`config.mk`:
```
export PLATFORM = sky130hd
export DESIGN_NAME = dpram_port_arbiter
export DESIGN_NICKNAME = d
export VERILOG_FILES = /design/src/rtl/dpram_port_arbiter.sv
export SDC_FILE = /design/constraint.sdc
export NUM_CORES = 1
export LEC_CHECK = 0
export ABC_AREA = 1
export BUFFER_PORTS_ARGS = -buffer_cell sky130_fd_sc_hd__buf_2
export CORE_MARGIN = 4
export CORE_UTILIZATION = 40
export DETAILED_ROUTE_END_ITERATION = 16
export PLACE_DENSITY_LB_ADDON = 0.12
export SYNTH_ARGS = -nofsm -noshare
export SYNTH_HDL_FRONTEND = slang
export SYNTH_SLANG_ARGS = --single-unit
```
`constraint.sdc`:
```
create_clock -name clk -period 9 [get_ports clk]
set_input_delay 1.8 -clock clk [delete_from_list [all_inputs] [get_ports clk]]
set_output_delay 1.8 -clock clk [all_outputs]
set_load 0.02 [all_outputs]
```
`src/rtl/dpram_port_arbiter.sv`:
```
// Port-B arbiter and sequencer for the 4096 x 32 dual-port RAM.
// Two masters (m0 = DMA, m1 = debug/loader) share RAM port B under a
// round-robin grant. Each access runs IDLE -> ISSUE -> WAIT -> ACK, so one
// access completes at most every 4 cycles. Every output comes from a register.
//
// Handshake (req/ack): a master raises req with we/addr/wr_data already valid
// and holds all of them unchanged until it sees ack. ack is a one-cycle pulse,
// and rd_data is valid in that cycle. req may stay high through the ACK cycle
// with new fields to chain the next access. Requests are only sampled in IDLE.
module dpram_port_arbiter #(
  parameter int ADDR_W = 12,
  parameter int DATA_W = 32
) (
  input  logic              clk,
  input  logic              reset,
  input  logic              m0_req,
  input  logic              m0_we,
  input  logic [ADDR_W-1:0] m0_addr,
  input  logic [DATA_W-1:0] m0_wr_data,
  output logic              m0_ack,
  output logic [DATA_W-1:0] m0_rd_data,
  input  logic              m1_req,
  input  logic              m1_we,
  input  logic [ADDR_W-1:0] m1_addr,
  input  logic [DATA_W-1:0] m1_wr_data,
  output logic              m1_ack,
  output logic [DATA_W-1:0] m1_rd_data,
  output logic [ADDR_W-1:0] ram_addr,
  output logic              ram_we,
  output logic [DATA_W-1:0] ram_din,
  input  logic [DATA_W-1:0] ram_dout,
  output logic              busy,
  output logic [1:0]        state_dbg
);

  typedef enum logic [1:0] {
    IDLE  = 2'd0,
    ISSUE = 2'd1,
    WAIT  = 2'd2,
    ACK   = 2'd3
  } state_t;

  state_t state;
  state_t state_nxt;
  logic   prio;       // master that wins a tie; always points away from the last served
  logic   sel;        // master being served by the current access
  logic   grant;
  logic   grant_sel;

  assign state_dbg = state;

  // Next-state logic and grant decision, with the round-robin tie-break.
  always_comb begin
    state_nxt = state;
    grant     = 1'b0;
    grant_sel = 1'b0;
    case (state)
      IDLE: begin
        if (m0_req && m1_req) begin
          grant     = 1'b1;
          grant_sel = prio;
        end else if (m0_req) begin
          grant     = 1'b1;
          grant_sel = 1'b0;
        end else if (m1_req) begin
          grant     = 1'b1;
          grant_sel = 1'b1;
        end
        if (grant) state_nxt = ISSUE;
      end
      ISSUE:   state_nxt = WAIT;
      WAIT:    state_nxt = ACK;
      ACK:     state_nxt = IDLE;
      default: state_nxt = IDLE;
    endcase
  end

  // State register.
  always_ff @(posedge clk or posedge reset) begin
    if (reset) state <= IDLE;
    else       state <= state_nxt;
  end

  // RAM port-B drive, read-data capture, ack pulses and the priority pointer.
  // Clearing ram_we asynchronously keeps a write from committing if reset
  // lands before the ISSUE closing edge.
  always_ff @(posedge clk or posedge reset) begin
    if (reset) begin
      sel        <= 1'b0;
      prio       <= 1'b0;
      ram_addr   <= '0;
      ram_we     <= 1'b0;
      ram_din    <= '0;
      m0_ack     <= 1'b0;
      m1_ack     <= 1'b0;
      m0_rd_data <= '0;
      m1_rd_data <= '0;
    end else begin
      case (state)
        IDLE: begin
          if (grant) begin
            sel      <= grant_sel;
            ram_addr <= grant_sel ? m1_addr    : m0_addr;
            ram_din  <= grant_sel ? m1_wr_data : m0_wr_data;
            ram_we   <= grant_sel ? m1_we      : m0_we;
          end
        end
        ISSUE: begin
          ram_we <= 1'b0;
        end
        WAIT: begin
          // For a write, the RAM's read port already shows the new word.
          if (sel) begin
            m1_rd_data <= ram_dout;
            m1_ack     <= 1'b1;
          end else begin
            m0_rd_data <= ram_dout;
            m0_ack     <= 1'b1;
          end
        end
        ACK: begin
          m0_ack <= 1'b0;
          m1_ack <= 1'b0;
          prio   <= ~sel;
        end
        default: ;
      endcase
    end
  end

  // busy follows the state one-for-one and is registered like every other output.
  always_ff @(posedge clk or posedge reset) begin
    if (reset) busy <= 1'b0;
    else       busy <= (state_nxt != IDLE);
  end

endmodule

```
* Word level (Yosys, flattened, before mapping)
Cells that the tools add are included.
** Storage, ports and cells
- Flip-flop bits (word level) :: 116
- Output and inout bits :: 114
- Logic and storage cells :: 48
** Cells by class
- Equality and inequality tests :: 6
- Mux-type cells :: 19
- Bitwise operators :: 1
- Reductions and logical operators :: 11
** Operators by type and width (count)
- 32-bit two-way mux :: 1
- 1-bit two-way mux :: 12
- 12-bit two-way mux :: 1
- 2-bit AND reduction :: 6
- 2-bit one-hot mux with 4 select lines :: 1
- 2-bit != test, second input constant :: 3
- 1-bit one-hot mux with 2 select lines :: 3
- 2-bit nonzero test :: 3
- 2-bit == test, second input constant :: 2
- 2-bit by 1-bit == test with 1-bit output, second input constant :: 1
- 2-bit logical NOT :: 1
- 2-bit two-way mux :: 1
- 1-bit logical AND :: 1
- 1-bit NOT :: 1

* Depth between registers and ports, before layout
Gate-level depths: netlist of run 1.
- Word-level depth :: 7
- Depth in mapped cells :: 9
- Mapped depth without buffers :: 8

* Worst setup path after synthesis of run 1
Ideal clock, no wire load.
- Kind :: input port to flip-flop
- From :: in m1_req
- To :: reg ram_addr[0]
- Setup time :: 0.117 ns
- Arrival time :: 2.377 ns
- Path slack :: 6.506 ns
- Cell stages on the path :: 7
- Cells stage by stage :: nand2_1 clkinv_2 nand2_4 buf_6 nand2_1 nand3_1 nand2_1
** On the way
- Word-level cells in the longest chain between the ends :: 6
** RTL lines
- from (decl) :: line 22 : input logic m1_req,
- 1-bit two-way mux :: line 65 : end else if (m1_req) begin
- 1-bit two-way mux :: line 62 : end else if (m0_req) begin
- 1-bit two-way mux :: line 59 : if (m0_req && m1_req) begin
- 1-bit two-way mux (2 in series) :: line 57 : case (state)
- 2-bit AND reduction (no line)
- to (signal assigned) :: line 103 : ram_addr <= grant_sel ? m1_addr : m0_addr;
- to (decl) :: line 28 : output logic [ADDR_W-1:0] ram_addr,
Parallel ways exist; a longest one is shown, timed or not. The select of a mux whose other input is x is not followed.
A chain may end at the register's enable or synchronous reset.

* Worst setup path in the final report of run 1
- From :: in m1_req
- To :: reg ram_din[24]
** On the way
- Word-level cells in the longest chain between the ends :: 6
** RTL lines
- 1-bit two-way mux :: line 65
- 1-bit two-way mux :: line 62
- 1-bit two-way mux :: line 59
- 1-bit two-way mux (2 in series) :: line 57
- 2-bit AND reduction (no line)
- to (signal assigned) :: line 104 : ram_din <= grant_sel ? m1_wr_data : m0_wr_data;
- to (decl) :: line 30 : output logic [DATA_W-1:0] ram_din,
Parallel ways exist; a longest one is shown, timed or not. The select of a mux whose other input is x is not followed.

==> results of run 1 <==
[cell families after synthesis]
logic type / Yosys count / synth area share, %
and+or+nand+nor: 301 / 26.5
DFF: 116 / 55.4
buffers and inverters: 127 / 10.3
adders and majority gates: 5 / 1.19
AOI/OAI and AO/OA: 69 / 6.63
[per-stage QoR]
stage | hold slack, ps | power [mW] | instances | utilization, % | cell area [um2]
floorplan | 453 | 1.71 | 618 | - | 5240
global placement | 458 | 2.10 | 996 | 51.0 | 6480
detailed placement | 461 | 2.12 | 996 | 51.0 | 6480
CTS | 478 | 2.85 | 1028 | 55.9 | 7110
global route | 497 | 3.01 | 1028 | 55.9 | 7110
finish | 475 | 2.81 | 1028 | 55.9 | 7110
[routing by layer]
layer	wire length, um	up-vias	GRT usage [%]
met1	6020	2245	23.9
li1	-	2369	-
met5	0	-	0
met3	1430	25	6.73
met2	6970	198	31.7
met4	324	0	8.33
[cell usage in the layout, fill, tap and decap left out, drive strengths merged]
cell type | Yosys | routed
buf | 27 | 240
nand2 | 206 | 206
dfrtp | 116 | 116
inv | 92 | 92
o21ai | 67 | 67
nand3 | 48 | 48
nand3b | 44 | 44
clkbuf | 7 | 23
ha | 5 | 5
clkinv | 1 | 4
bufinv | 0 | 4
o22ai | 2 | 2
clkinvlp | 0 | 2
nor2 | 2 | 2
nor3 | 1 | 1
[final timing paths]
path,from,end,slack (ps)
setup reg to reg,state_dbg[0],ram_din[24],6550
hold / removal,ram_addr[3],ram_addr[3],480
max in group asynchronous,reset,ram_din[27],6240
hold reg to reg,ram_addr[3],ram_addr[3],480
min in group asynchronous,reset,m1_rd_data[25],1540
setup / recovery,m1_req,ram_din[24],5820
[synthesized netlist by cell type (all sizes together)]
| library cell | n |
|---|---|
| clkinv | 1 |
| nand3 | 48 |
| ha | 5 |
| nand3b | 44 |
| buf | 27 |
| clkbuf | 7 |
| nor3 | 1 |
| nand2 | 206 |
| o22ai | 2 |
| inv | 92 |
| nor2 | 2 |
| o21ai | 67 |
| dfrtp | 116 |
[power by group]
| group | switching, mW | total [mW] | internal [mW] |
|---|---|---|---|
| logic | 0.808 | 1.18 | 0.367 |
| registers | 0.139 | 0.924 | 0.785 |
| clock network | 0.228 | 0.712 | 0.484 |
| total | 1.17 | 2.81 | 1.64 |
[flip-flops by register name (all words and copies together), names as in the netlist]
signal,cells
ram_din,32
m1_rd_data,32
m0_rd_data,32
ram_we,1
state_dbg,2
busy,1
m1_ack,1
prio,1
sel,1
ram_addr,12
m0_ack,1
[critical path: cells and delay by family]
kind,cells,cell delay (ps)
AND/OR/NAND/NOR,5,1000
buffers and inverters,2,630
[area by class of cell]
type	count	area share, %
multi-input cells	375	25.4
clock buffers	23	6.72
well taps	172	3.03
clock inverters	9	2.11
flip-flops and latches	116	40.8
repair buffers	240	16.9
inverters	93	5.00
==> results.sh, run 1 <==
export IMPL_outcome="finished clean"
export IMPL_htreeDepth=4
export IMPL_hold_buffers=0
export IMPL_fin_crit_ps=3180
export IMPL_post_cts_buffers=0
export IMPL_syn_avg_cell_area_um2=8.48
export IMPL_grt_pass1_wl_um=23100
export IMPL_syn_inst=618
export IMPL_static_leakage_power_nw=4.15
export IMPL_num_rows=41
export IMPL_slew_headroom_pct=30.8
export IMPL_core_um2=12700
export IMPL_slowest_delay_ps=660
export IMPL_fin_nets=974
export IMPL_hold_violations=0
export IMPL_rsz0062_at_grt="false"
export IMPL_cts_tree="done"
export IMPL_ir_worst_vdd_mv=0.206
export IMPL_syn_nets=749
export IMPL_setup_viol=0
export IMPL_fp_dieH_um=122
export IMPL_die_w_um=122
export IMPL_yosysSeqAreaShare_pct=55.4
export IMPL_drtPass1Iterations=4
export IMPL_powerDensity_nw_per_um2=395
export IMPL_whs_path_depth=2
export IMPL_start_util_pct=41.2
export IMPL_netlist_area_leader_share_pct=55.4
export IMPL_clkTransAtPathRegs_ps=50
export IMPL_pre_cts_slack_ps=5410
export IMPL_antenna_cells=0
export IMPL_setup_tns_ps=0
export IMPL_boundaryPins=240
export IMPL_required_ps=9280
export IMPL_clock_fmax_ghz=0.315
export IMPL_ys_ff_latch=116
export IMPL_grt_start_max_net_pins=68
export IMPL_max_cap_viol_count=0
export IMPL_ctsResizeCount=0
export IMPL_root_buffer="clkbuf_16"
export IMPL_place_congestion=0.753
export IMPL_dp_hpwl_um=10100
export IMPL_crit_slowest_cell="nand2_4"
export IMPL_multi_input_area_um2=1810
export IMPL_vias=4837
export IMPL_ff_latch_area_um2=2900
export IMPL_area_growth_syn_to_layout_pct=35.6
export IMPL_viasPerCell=4.71
export IMPL_drc=0
export IMPL_insertion_delay_ps=400
export IMPL_cp_cell_sequence="buf_2 -> nand2_1 -> clkinv_2 -> nand2_4 -> nand2_1 -> nand3_1 -> nand2_1"
export IMPL_clockBufferDepth=2
export IMPL_fin_crit_sh_pct=35.3
export IMPL_fin_skew_ps=7.33
export IMPL_ys_types=18
export IMPL_yosys_warnings=0
export IMPL_syn_area_um2=5240
export IMPL_cts_made_buffers=17
export IMPL_synth_area_leaders="dfrtp_1, nand2_1, inv_1"
export IMPL_critPathMaxFanout=46
export IMPL_r2r_cells=8
export IMPL_ant_nets=0
export IMPL_antenna_found_initial=0
export IMPL_initialDrtViolationCount=257
export IMPL_maxSlewViolCount=0
export IMPL_hold_class="flip-flop to flip-flop"
export IMPL_gr_total_overflow=0
export IMPL_wl_um=14700
export IMPL_cts_sinks=116
export IMPL_portBuffers=239
export IMPL_end_kind="flip-flop"
export IMPL_avgRoutedWirePerCell_um=14.3
export IMPL_grt_pass1_vias=4705
export IMPL_setup_slack_ps=5820
export IMPL_cp_arrival_ps=3460
export IMPL_synth_top_cell_by_area="dfrtp_1"
export IMPL_grt_usage_pct=19.6
export IMPL_path_class="input pin to flip-flop"
export IMPL_critPathLaunchType="input pin"
export IMPL_drive_gt1_share_pct=32.5
export IMPL_fill_cells=1265
export IMPL_worst_pin_slew_ps=1030
export IMPL_path_common_cell="nand2_1"
export IMPL_die_area_um2=15000
No activity file was read; power rests on OpenSTA's default activity.
==> run 2: changes to the inputs <==
==> constraint.sdc (replaced) <==
create_clock -name clk -period 2.7 [get_ports clk]
set_input_delay 0.54 -clock clk [delete_from_list [all_inputs] [get_ports clk]]
set_output_delay 0.54 -clock clk [all_outputs]
set_load 0.02 [all_outputs]
==> run 2 against run 1 <==
  * Wire length decreased by 2.1%
  * Final area grew 1.5%
  * Global-route usage fell by 0.34 points
  * Via count fell by 0.76%
  * Highest routed layer unchanged
==> results.sh, run 2 (synthesized netlist as in run 1, its figures left out) <==
export IMPL_viasPerCell=4.64
export IMPL_cts_made_buffers=17
export IMPL_fin_crit_sh_pct=76.7
export IMPL_r2r_start="state_dbg[0]"
export IMPL_cp_arrival_ps=2360
export IMPL_fin_skew_ps=8.67
export IMPL_mostFrequentLayoutCells="buf_2, nand2_1, dfrtp_1, inv_1, o21ai_0"
export IMPL_post_cts_buffers=0
export IMPL_use_met2_pct=31.2
export IMPL_ant_nets=0
export IMPL_pre_cts_slack_ps=638
export IMPL_slew_headroom_pct=58.1
export IMPL_antenna_cells=0
export IMPL_cp_endpoint="ram_din[5]"
export IMPL_num_rows=41
export IMPL_path_class="flip-flop to flip-flop"
export IMPL_portBuffers=239
export IMPL_root_buffer="clkbuf_16"
export IMPL_insertion_delay_ps=410
export IMPL_r2r_cells=8
export IMPL_busiest_layer="met2"
export IMPL_die_area_um2=15000
export IMPL_fin_nets=981
export IMPL_hold_violations=0
export IMPL_grt_pass1_wl_um=22500
export IMPL_use_met1_pct=23.4
export IMPL_vias=4800
export IMPL_placed_area_um2=6560
export IMPL_die_w_um=122
export IMPL_setup_tns_ps=0
export IMPL_core_um2=12700
export IMPL_mostFrequentLayoutCell="buf_2"
export IMPL_grt_usage_pct=19.3
export IMPL_gr_total_overflow=0
export IMPL_required_ps=2990
export IMPL_static_leakage_power_nw=4.21
export IMPL_area_growth_syn_to_layout_pct=37.7
export IMPL_grt_start_max_net_pins=70
export IMPL_drtPass1Iterations=5
export IMPL_avgRoutedWirePerCell_um=14.0
export IMPL_critPathLaunchType="flip-flop"
export IMPL_clock_fmax_ghz=0.483
export IMPL_postLayoutCellArea_um2=7220
export IMPL_htreeDepth=4
export IMPL_critPathMaxFanout=46
export IMPL_boundaryPins=240
export IMPL_maxSlewViolCount=0
export IMPL_ir_worst_vdd_mv=0.702
export IMPL_fin_crit_ps=2070
export IMPL_drc=0
export IMPL_utilization_pct=56.7
export IMPL_r2r_end="ram_din[5]"
export IMPL_cts_tree="done"
export IMPL_hold_class="input pin to async pin"
export IMPL_fp_dieH_um=122
export IMPL_place_congestion=0.774
export IMPL_grt_pass1_vias=4755
export IMPL_dp_hpwl_um=10200
export IMPL_worst_pin_slew_ps=629
export IMPL_hold_slack_ps=230
export IMPL_initialDrtViolationCount=253
export IMPL_max_cap_viol_count=0
export IMPL_outcome="finished clean"
export IMPL_cts_sinks=116
export IMPL_setup_slack_ps=630
export IMPL_use_met3_pct=7.83
export IMPL_clockBufferDepth=2
export IMPL_end_kind="flip-flop"
export IMPL_fill_cells=1241
export IMPL_ctsResizeCount=0
export IMPL_wl_um=14400
export IMPL_top_regs="m0_rd_data (32), m1_rd_data (32), ram_din (32)"
export IMPL_hold_buffers=0
export IMPL_powerDensity_nw_per_um2=1320
export IMPL_start_util_pct=41.2
export IMPL_antenna_found_initial=0
export IMPL_drive_gt1_share_pct=33.2
export IMPL_r2r_setup_slack_ps=630
export IMPL_clkTransAtPathRegs_ps=50
export IMPL_setup_viol=0
export IMPL_startpoint="state_dbg[0]"
export IMPL_rsz0062_at_grt="false"
-- run 2: how the worst min path moves through the flow --
stage	end	slack, ps	cells past startpoint
3_5_place_dp	ram_din[25]	460	2
4_1_cts	m1_rd_data[31]	240	3
3_3_place_gp	ram_addr[4]	460	2
5_1_grt	m0_rd_data[0]	250	3
6_report	m0_rd_data[31]	230	3
2_1_floorplan	prio	450	2
-- run 2: cell type report --
cell class	instances	area [um2]	share of cell area, %
clock inverters	9	174	2.41
repair buffers	247	1280	17.7
inverters	93	357	4.94
well taps	172	215	2.98
flip-flops and latches	116	2900	40.2
clock buffers	22	484	6.71
multi-input cells	375	1810	25.0
-- run 2: metal layers --
metal	vias to the layer above	part of all wire (%)	wire length (um)
li1	2385	-	-
met1	2224	41	5920
met2	178	48	6980
met3	13	9.3	1340
met4	0	1.4	195
met5	-	0	0
-- run 2: through the flow --
step | instances | power, mW
2_1_floorplan | 618 | 5.69
3_3_place_gp | 1003 | 7.03
3_5_place_dp | 1003 | 7.12
4_1_cts | 1034 | 9.66
5_1_grt | 1034 | 10.2
6_report | 1034 | 9.52
-- run 2: power by group --
group	leakage (nW)	internal [mW]	switching (mW)
logic	2.46	1.28	2.70
registers	1.42	2.61	0.461
clock network	0.326	1.73	0.741
total	4.21	5.62	3.90
-- run 2: worst max-delay path: stages (launching register included) --
cell and delay [ps]:
dfrtp_1 400, inv_1 110, ha_1 220, nand2_1 80, clkinv_2 310, nand2_4 540
nand2_1 110, nand3_1 110, nand2_1 60
==> run 3: changes to the inputs <==
==> constraint.sdc (replaced) <==
create_clock -name clk -period 1.8 [get_ports clk]
set_input_delay 0.36 -clock clk [delete_from_list [all_inputs] [get_ports clk]]
set_output_delay 0.36 -clock clk [all_outputs]
set_load 0.02 [all_outputs]
==> run 3 against run 2 <==
  * Cell count barely moved
  * Worst setup slack got worse by 470 ps
  * Sequential power rose by 51%
  * First-iteration DRC count rose by 17%
  * Sequential share of layout area rose by 0.098 points
  * Highest routed layer unchanged
==> results.sh, run 3 (synthesized netlist as in run 1, its figures left out) <==
export IMPL_outcome="finished clean"
export IMPL_power_mw=14.0
export IMPL_required_ps=2140
export IMPL_critPathLaunchType="flip-flop"
export IMPL_cp_cell_sequence="inv_1 -> ha_1 -> inv_1 -> nor2_8 -> buf_4 -> nand3_1 -> nand2_1"
export IMPL_die_w_um=122
export IMPL_drtPass1Iterations=4
export IMPL_r2r_setup_slack_ps=160
export IMPL_static_leakage_power_nw=4.20
export IMPL_gr_total_overflow=0
export IMPL_rsz0062_at_grt="false"
export IMPL_whs_path_depth=3
export IMPL_mostFrequentLayoutCell="buf_2"
export IMPL_core_um2=12700
export IMPL_mostFrequentLayoutCells="buf_2, nand2_1, dfrtp_1, inv_1, o21ai_0"
export IMPL_r2r_cells=7
export IMPL_fp_dieH_um=122
export IMPL_fin_nets=984
export IMPL_dp_hpwl_um=10300
export IMPL_grt_start_max_net_pins=66
export IMPL_place_congestion=0.776
export IMPL_max_cap_viol_count=0
export IMPL_portBuffers=239
export IMPL_ir_worst_vdd_mv=0.977
export IMPL_grt_usage_pct=19.6
export IMPL_vias=4831
export IMPL_worst_pin_slew_ps=469
export IMPL_critPathMaxFanout=34
export IMPL_drc=0
export IMPL_slew_headroom_pct=68.7
export IMPL_crit_slowest_cell="dfrtp_1"
export IMPL_fin_crit_sh_pct=91.3
export IMPL_drive_gt1_share_pct=32.8
export IMPL_num_rows=41
export IMPL_powerDensity_nw_per_um2=1950
export IMPL_cts_sinks=116
export IMPL_antenna_found_initial=0
export IMPL_insertion_delay_ps=400
export IMPL_path_class="flip-flop to flip-flop"
export IMPL_path_common_cell="inv_1"
export IMPL_htreeDepth=4
export IMPL_ant_nets=0
export IMPL_setup_tns_ps=0
export IMPL_placedCellCount=1005
export IMPL_top_regs="m0_rd_data (32), m1_rd_data (32), ram_din (32)"
export IMPL_r2r_start="state_dbg[0]"
export IMPL_clkTransAtPathRegs_ps=50
export IMPL_r2r_end="ram_addr[5]"
export IMPL_cp_arrival_ps=1980
export IMPL_setup_viol=0
export IMPL_startpoint="state_dbg[0]"
export IMPL_min_delay_start="ram_dout[7]"
export IMPL_grt_pass1_vias=4832
export IMPL_die_area_um2=15000
export IMPL_fin_crit_ps=1640
export IMPL_fin_skew_ps=6.42
export IMPL_clockBufferDepth=2
export IMPL_clock_fmax_ghz=0.609
export IMPL_cts_tree="done"
export IMPL_area_growth_syn_to_layout_pct=37.4
export IMPL_slowest_delay_ps=410
export IMPL_hold_class="input pin to flip-flop"
export IMPL_maxSlewViolCount=0
export IMPL_antenna_cells=0
export IMPL_layout_cells_non_filler=1035
export IMPL_initialDrtViolationCount=296
export IMPL_root_buffer="clkbuf_16"
export IMPL_avgRoutedWirePerCell_um=14.2
export IMPL_whs_endpoint="m1_rd_data[7]"
export IMPL_grt_pass1_wl_um=23400
export IMPL_cts_made_buffers=17
export IMPL_hold_violations=0
export IMPL_boundaryPins=240
export IMPL_wl_um=14700
export IMPL_viasPerCell=4.67
export IMPL_start_util_pct=41.2
export IMPL_end_kind="flip-flop"
run 3: worst max-delay path by stage:
stage / endpoint / cells past startpoint / slack, ps
floorplan: busy / 1 / 30
global placement: ram_addr[5] / 8 / 190
detailed placement: ram_din[11] / 8 / 100
CTS: ram_din[11] / 8 / 100
global route: ram_din[10] / 7 / 0.2
finish: ram_addr[5] / 7 / 160
run 3: cell type report:
class | instances | area [um2]
clock buffer | 24 | 482
clock inverter | 5 | 100
fill | 1235 | 5520
inverter | 93 | 357
multi-input combinational | 375 | 1810
sequential | 116 | 2900
tap | 172 | 215
timing repair buffer | 250 | 1330
run 3: routing by layer:
layer,wire length [um],GRT usage [%],vias to the layer above
li1,-,-,2382
met2,6900,31.3,202
met4,376,7.77,0
met1,6150,24.5,2219
met3,1330,6.54,28
met5,0,0,-
run 3: worst max-delay path, delay by kind of cell (launching register included):
family                     cells  cell delay (ps)
DFF                            1              410
adders and majority gates      1              180
buffers and inverters          3              600
and+or+nand+nor                3              370
run 3: per-stage QoR:
step                setup WS, ps  cell area (um2)  util, %  hold WS [ps]
CTS                         96.5             7190     56.5           208
finish                       157             7200     56.6           223
floorplan                   26.6             5250        -           453
global route               0.214             7200     56.6           222
global placement             195             6600     51.9           362
detailed placement           101             6600     51.9           379
run 3: what timing repair did:
action	in CTS	in global routing
buffers inserted	0	0
hold buffers	1	0
gates resized for setup	0	1
endpoints found under the hold margin	13	0
endpoints found under the setup margin	0	46
run 3: power breakdown:
group	leakage (nW)	internal [mW]	switching, mW
sequential	1.42	3.92	0.715
clock	0.286	2.26	1.07
combinational	2.49	1.96	4.08
total	4.20	8.14	5.87
